### config.mk
export PLATFORM = sky130hd
export DESIGN_NAME = uart_mem_cmd_sequencer_flat
export DESIGN_NICKNAME = d
export VERILOG_FILES = /design/src/rtl/uart_mem_cmd_sequencer_if.sv /design/src/rtl/uart_mem_cmd_sequencer.sv /design/src/flat_wrapper.sv
export SDC_FILE = /design/constraint.sdc
export NUM_CORES = 1
export LEC_CHECK = 0
export BUFFER_PORTS_ARGS = -buffer_cell sky130_fd_sc_hd__buf_2
export CAP_MARGIN = 0
export CORE_ASPECT_RATIO = 1.75
export CORE_MARGIN = 1
export CORE_UTILIZATION = 58
export DETAILED_ROUTE_END_ITERATION = 16
export GPL_TIMING_DRIVEN = 0
export HOLD_SLACK_MARGIN = 0.06
export PLACE_DENSITY = 0.91
export SKIP_CTS_REPAIR_TIMING = 1
export SLEW_MARGIN = 20
export SYNTH_ARGS = -nofsm -noshare
export SYNTH_HDL_FRONTEND = slang
export SYNTH_SLANG_ARGS = --single-unit
export TNS_END_PERCENT = 100
### constraint.sdc
create_clock -name sys_clk -period 2.1 [get_ports sys_clk]
set_input_delay 0.21 -clock sys_clk [delete_from_list [all_inputs] [get_ports sys_clk]]
set_output_delay 0.21 -clock sys_clk [all_outputs]
set_load 0.005 [all_outputs]
### src/rtl/uart_mem_cmd_sequencer_if.sv
// UART byte RX/TX and PSRAM byte-port signals between the command sequencer (master)
// and its environment (slave).
interface uart_mem_cmd_sequencer_if #(
    parameter int ADDR_W = 23
);
    logic              rx_valid;
    logic [7:0]        rx_data;
    logic              tx_valid;
    logic [7:0]        tx_data;
    logic              tx_ready;
    logic              mem_req;
    logic              mem_we;
    logic [ADDR_W-1:0] mem_addr;
    logic [7:0]        mem_wdata;
    logic              mem_ack;
    logic [7:0]        mem_rdata;
    logic              busy;
    logic              err;

    modport master (
        input  rx_valid, rx_data, tx_ready, mem_ack, mem_rdata,
        output tx_valid, tx_data, mem_req, mem_we, mem_addr, mem_wdata, busy, err
    );

    modport slave (
        output rx_valid, rx_data, tx_ready, mem_ack, mem_rdata,
        input  tx_valid, tx_data, mem_req, mem_we, mem_addr, mem_wdata, busy, err
    );
endinterface

### src/rtl/uart_mem_cmd_sequencer.sv
// Host-driven memory access: parses OP/A2/A1/A0/LEN[/data] frames from the UART,
// performs byte reads/writes on the PSRAM port and streams data or status bytes back.
module uart_mem_cmd_sequencer #(
    parameter int ADDR_W         = 23,
    parameter int TIMEOUT_CYCLES = 2700000
) (
    input  logic                     sys_clk,
    input  logic                     sys_rst_n,
    uart_mem_cmd_sequencer_if.master bus
);
    localparam int         TW      = $clog2(TIMEOUT_CYCLES + 1);
    localparam logic [7:0] OP_W    = 8'h57;
    localparam logic [7:0] OP_R    = 8'h52;
    localparam logic [7:0] RSP_ACK = 8'h4B;
    localparam logic [7:0] RSP_ERR = 8'h3F;

    typedef enum logic [3:0] {
        S_IDLE,
        S_ADDR,
        S_LEN,
        S_WDATA,
        S_WR_MEM,
        S_RD_MEM,
        S_RD_TX,
        S_ACK_TX,
        S_ERR_TX
    } state_t;

    state_t            r_state;
    logic              r_isWrite;
    logic [ADDR_W-1:0] r_shift;
    logic [1:0]        r_addrBytes;
    logic [ADDR_W-1:0] r_addr;
    logic [8:0]        r_count;
    logic [TW-1:0]     r_timer;
    logic              r_txValid;
    logic [7:0]        r_txData;
    logic              r_memReq;
    logic              r_memWe;
    logic [7:0]        r_memWdata;
    logic              r_err;

    logic w_overrun;
    logic w_timeout;

    assign w_overrun = bus.rx_valid &&
                       (r_state inside {S_WR_MEM, S_RD_MEM, S_RD_TX, S_ACK_TX, S_ERR_TX});
    assign w_timeout = (r_timer == TW'(TIMEOUT_CYCLES - 1));

    always_ff @(posedge sys_clk) begin
        if (!sys_rst_n) begin
            r_state     <= S_IDLE;
            r_isWrite   <= 1'b0;
            r_shift     <= '0;
            r_addrBytes <= '0;
            r_addr      <= '0;
            r_count     <= '0;
            r_timer     <= '0;
            r_txValid   <= 1'b0;
            r_txData    <= '0;
            r_memReq    <= 1'b0;
            r_memWe     <= 1'b0;
            r_memWdata  <= '0;
            r_err       <= 1'b0;
        end else begin
            r_err <= w_overrun;
            case (r_state)
                S_IDLE: begin
                    r_timer <= '0;
                    if (bus.rx_valid) begin
                        if (bus.rx_data == OP_W || bus.rx_data == OP_R) begin
                            r_isWrite   <= (bus.rx_data == OP_W);
                            r_addrBytes <= '0;
                            r_state     <= S_ADDR;
                        end else begin
                            r_err     <= 1'b1;
                            r_txValid <= 1'b1;
                            r_txData  <= RSP_ERR;
                            r_state   <= S_ERR_TX;
                        end
                    end
                end
                // Only the low ADDR_W bits of the 24-bit frame address are kept.
                S_ADDR: begin
                    if (bus.rx_valid) begin
                        r_shift     <= ADDR_W'({r_shift, bus.rx_data});
                        r_addrBytes <= r_addrBytes + 2'd1;
                        r_timer     <= '0;
                        if (r_addrBytes == 2'd2) begin
                            r_state <= S_LEN;
                        end
                    end else if (w_timeout) begin
                        r_err   <= 1'b1;
                        r_state <= S_IDLE;
                    end else begin
                        r_timer <= r_timer + 1'b1;
                    end
                end
                S_LEN: begin
                    if (bus.rx_valid) begin
                        r_addr  <= r_shift;
                        r_count <= (bus.rx_data == 8'h00) ? 9'd256 : {1'b0, bus.rx_data};
                        r_timer <= '0;
                        r_state <= r_isWrite ? S_WDATA : S_RD_MEM;
                    end else if (w_timeout) begin
                        r_err   <= 1'b1;
                        r_state <= S_IDLE;
                    end else begin
                        r_timer <= r_timer + 1'b1;
                    end
                end
                S_WDATA: begin
                    if (bus.rx_valid) begin
                        r_memWdata <= bus.rx_data;
                        r_timer    <= '0;
                        r_state    <= S_WR_MEM;
                    end else if (w_timeout) begin
                        r_err   <= 1'b1;
                        r_state <= S_IDLE;
                    end else begin
                        r_timer <= r_timer + 1'b1;
                    end
                end
                // Request is raised one cycle after entry and dropped on the ack edge,
                // which guarantees an idle cycle between consecutive requests.
                S_WR_MEM: begin
                    if (!r_memReq) begin
                        r_memReq <= 1'b1;
                        r_memWe  <= 1'b1;
                    end else if (bus.mem_ack) begin
                        r_memReq <= 1'b0;
                        r_memWe  <= 1'b0;
                        r_addr   <= r_addr + 1'b1;
                        r_count  <= r_count - 1'b1;
                        if (r_count == 9'd1) begin
                            r_txValid <= 1'b1;
                            r_txData  <= RSP_ACK;
                            r_state   <= S_ACK_TX;
                        end else begin
                            r_state <= S_WDATA;
                        end
                    end
                end
                S_RD_MEM: begin
                    if (!r_memReq) begin
                        r_memReq <= 1'b1;
                        r_memWe  <= 1'b0;
                    end else if (bus.mem_ack) begin
                        r_memReq  <= 1'b0;
                        r_txData  <= bus.mem_rdata;
                        r_txValid <= 1'b1;
                        r_state   <= S_RD_TX;
                    end
                end
                S_RD_TX: begin
                    if (bus.tx_ready) begin
                        r_txValid <= 1'b0;
                        r_addr    <= r_addr + 1'b1;
                        r_count   <= r_count - 1'b1;
                        r_state   <= (r_count == 9'd1) ? S_IDLE : S_RD_MEM;
                    end
                end
                S_ACK_TX, S_ERR_TX: begin
                    if (bus.tx_ready) begin
                        r_txValid <= 1'b0;
                        r_state   <= S_IDLE;
                    end
                end
                default: begin
                    r_state <= S_IDLE;
                end
            endcase
        end
    end

    assign bus.tx_valid  = r_txValid;
    assign bus.tx_data   = r_txData;
    assign bus.mem_req   = r_memReq;
    assign bus.mem_we    = r_memWe;
    assign bus.mem_addr  = r_addr;
    assign bus.mem_wdata = r_memWdata;
    assign bus.busy      = (r_state != S_IDLE);
    assign bus.err       = r_err;
endmodule

### src/flat_wrapper.sv
// flat-port wrapper written by rule: the top's interface ports become plain ports
module uart_mem_cmd_sequencer_flat 
#(
    parameter int ADDR_W         = 23,
    parameter int TIMEOUT_CYCLES = 2700000
)
  (sys_clk, sys_rst_n, bus_rx_valid, bus_rx_data, bus_tx_ready, bus_mem_ack, bus_mem_rdata, bus_tx_valid, bus_tx_data, bus_mem_req, bus_mem_we, bus_mem_addr, bus_mem_wdata, bus_busy, bus_err);
  uart_mem_cmd_sequencer_if #(.ADDR_W(ADDR_W)) bus_i ();
  input  logic sys_clk;
  input  logic sys_rst_n;
  input wire logic [$bits(bus_i.rx_valid)-1:0] bus_rx_valid;
  input wire logic [$bits(bus_i.rx_data)-1:0] bus_rx_data;
  input wire logic [$bits(bus_i.tx_ready)-1:0] bus_tx_ready;
  input wire logic [$bits(bus_i.mem_ack)-1:0] bus_mem_ack;
  input wire logic [$bits(bus_i.mem_rdata)-1:0] bus_mem_rdata;
  output wire logic [$bits(bus_i.tx_valid)-1:0] bus_tx_valid;
  output wire logic [$bits(bus_i.tx_data)-1:0] bus_tx_data;
  output wire logic [$bits(bus_i.mem_req)-1:0] bus_mem_req;
  output wire logic [$bits(bus_i.mem_we)-1:0] bus_mem_we;
  output wire logic [$bits(bus_i.mem_addr)-1:0] bus_mem_addr;
  output wire logic [$bits(bus_i.mem_wdata)-1:0] bus_mem_wdata;
  output wire logic [$bits(bus_i.busy)-1:0] bus_busy;
  output wire logic [$bits(bus_i.err)-1:0] bus_err;
  assign bus_i.rx_valid = bus_rx_valid;
  assign bus_i.rx_data = bus_rx_data;
  assign bus_i.tx_ready = bus_tx_ready;
  assign bus_i.mem_ack = bus_mem_ack;
  assign bus_i.mem_rdata = bus_mem_rdata;
  assign bus_tx_valid = bus_i.tx_valid;
  assign bus_tx_data = bus_i.tx_data;
  assign bus_mem_req = bus_i.mem_req;
  assign bus_mem_we = bus_i.mem_we;
  assign bus_mem_addr = bus_i.mem_addr;
  assign bus_mem_wdata = bus_i.mem_wdata;
  assign bus_busy = bus_i.busy;
  assign bus_err = bus_i.err;
  uart_mem_cmd_sequencer #(.ADDR_W(ADDR_W), .TIMEOUT_CYCLES(TIMEOUT_CYCLES)) u_core (.sys_clk(sys_clk), .sys_rst_n(sys_rst_n), .bus(bus_i));
endmodule
==> reports/results.ini <==
[run_status]
status=finished, violations left
violations=negative setup slack

[route]
routed.top_layer=met4
vias_per_cell=6.72
drtIter0Drc=824
routed_wl_um=18600
first_pass_iters=6
wl_per_cell_um=20.6
drc=0
wl_met3_um=1490
wl_met1_um=6100
vias=6075
wl_met2_um=9640
antenna_left=0

[sta]
hold_slack_ns=0.103
setup_viol=4
fmax_mhz=466
clock_skew_ns=0.0104
worst_slack_ns=-0.0476
final.min_clock_period_ns=2.15
slew_headroom=0.529
finalHoldViolCount=0
fin_crit_sh=1.02
slew_violations=0
tns_ns=-0.0804
tightest_slew_ns=0.706

[die]
ios=65
fp.dieW_um=75.2
coreArea_sq_mm=0.00909
rows=46
initial_utilization=0.598
chipHeight_um=130
die_area_sq_mm=0.00978

[grt]
global_route.usage.total=0.377
grt_pass1_wl_um=27600
overflow=0
grt_max_degree=17
antenna_found_initial=0
grt_pass1_vias=5873

[final_layout]
diodes=0
layout.nets=806
fin_util=0.716
drive_gt1_frac=0.217
area_growth_pct=19.7
final_cells=904
fillers=705

[setup_path]
path_class=flip-flop to flip-flop
crit_chain=buf_2, or2_2, buf_4, nor4_4, nand3_1, xor2_1, nor2_1
crit_fanout=10
slowest_delay_ns=0.39
r2r_slack_ns=-0.05
arrival_ns=2.39
worst_path_max_delay_cell=dfxtp_1
worstPathRequired_ns=2.34
worst_setup_path_start_kind=flip-flop
end_kind=flip-flop

[synth]
synth_top_family_by_area=simple AND/OR/NAND/NOR gates
synthArstFlopShare=0
yosys.area_share.xor_xnor=0.0193
yosysWarnings=0
synth_cells=694
seq_area_frac_synth=0.383
yosysMostFrequentCell=dfxtp_1
synthTopCellsByArea=dfxtp_1 38%, a21oi_1 6.8%, nand2_1 6.5%
synth.avg_cell_area_sq_um=7.84
synthAdderAreaFrac=0.0115
yosys-top-cells-count=104 x dfxtp_1, 94 x nand2_1, 77 x nor2_1, 74 x a21oi_1, 39 x o21ai_0
netlist.area_leader.share=0.383
synth_compound_area_frac=0.239
synth.distinct_cells=73
ys_ff_latch=104
synth_enable_flop_cells=0
synthMuxAreaShare=0.0129
synth-main-ff-cell=dfxtp_1
synth_top_cell_by_area=dfxtp_1
syn_area_sq_mm=0.00544
syn_nets=720
yosys.area_share.simple=0.289

[clock_tree]
cts.clk_slew.worst_paths_ns=0.07
clock_path_buffers=2
htree_levels=3
cts_made_buffers=9
cts.sinks=104
cts_tree=yes
clock-root-buffer=clkbuf_16
insertion_delay_ns=0.36

[flow_run]
cap_violations=0

[pwr]
powerDensity_mw_per_mm2=606
peakVddDrop_mv=0.460
power_leakage_nw=2.39

[worst_hold_path]
holdCritPathClass=input pin to flip-flop

[placed_design]
dp.cells=877
place_ws_ns=-0.370
dp.final_hpwl_um=12800
io_buffers=63
place_congestion=1.01

## where the power goes
part	switching [W]	total [W]	internal (W)
clock	0.000757	0.00171	0.000955
combinational	0.000155	0.000234	0.0000792
sequential	0.0000102	0.00200	0.00199
## per-layer routing
metal | up-vias | GRT usage
met5 | - | 0
met2 | 463 | 0.661
met4 | 0 | 0.312
met3 | 121 | 0.0803
met1 | 2778 | 0.365
li1 | 2713 | -
## through the flow
stage	area (sq um)	power, W
5_1_grt	6510	0.00405
2_1_floorplan	5440	0.00216
4_1_cts	6200	0.00392
3_5_place_dp	5900	0.00225
6_report	6510	0.00394
3_3_place_gp	5900	0.00225
## final cells by class
type / instances / area, sq um / share of cell area
multi-input combinational: 532 / 3280 / 0.503
buffer: 43 / 223 / 0.0342
sequential: 104 / 2090 / 0.322
inverter: 12 / 45.0 / 0.00692
clock buffer: 11 / 243 / 0.0373
clock inverter: 4 / 55.1 / 0.00845
timing repair buffer: 78 / 425 / 0.0653
tap: 120 / 150 / 0.0231
## logic make-up (layout without fill, tap and decap cells)
family / after synthesis / in the layout
and+or+nand+nor: 304 / 304
AOI/OAI and AO/OA: 204 / 204
DFF: 104 / 104
buffers and inverters: 58 / 148
xor gates and xnor gates: 12 / 12
muxes: 7 / 7
adders and majority gates: 5 / 5
## critical path, delay by kind of cell (launching register included)
kind | cells | cell delay [ns]
flip-flops | 1 | 0.39
XOR/XNOR | 1 | 0.30
buffers and inverters | 2 | 0.43
AND/OR/NAND/NOR | 4 | 0.91
## state kept, by name, summed over array words and instances, names as in the netlist, 2 cells and up
name                  flops
u_core.bus.mem_addr      23
u_core.bus.mem_wdata      8
u_core.bus.tx_data        8
u_core.r_addrBytes        2
u_core.r_count            9
u_core.r_shift           23
u_core.r_state            4
u_core.r_timer           22
## placed cells by master, fill, tap and decap left out, types with 17 or more instances in the layout
| cell type | n |
|---|---|
| nor2_1 | 75 |
| dfxtp_1 | 94 |
| buf_4 | 18 |
| clkbuf_1 | 19 |
| nand4_1 | 17 |
| o21ai_0 | 37 |
| nor3_1 | 17 |
| a21oi_1 | 74 |
| nand3_1 | 18 |
| nand2_1 | 93 |
| buf_2 | 72 |
## worst paths after layout
path | start | endpoint | depth (start not counted)
hold reg to reg | u_core.r_shift[19]$_SDFFE_PN0P_ | u_core.r_shift[19]$_SDFFE_PN0P_ | 2
setup reg to reg | u_core.r_state[3]$_SDFFE_PN0P_ | u_core.r_timer[11]$_SDFFE_PN0P_ | 7
hold / removal | bus_mem_rdata[7] | u_core.bus.tx_data[7]$_SDFFE_PN0P_ | 3
setup / recovery | u_core.r_state[3]$_SDFFE_PN0P_ | u_core.r_timer[11]$_SDFFE_PN0P_ | 7
(Power assumes the default switching activity.)
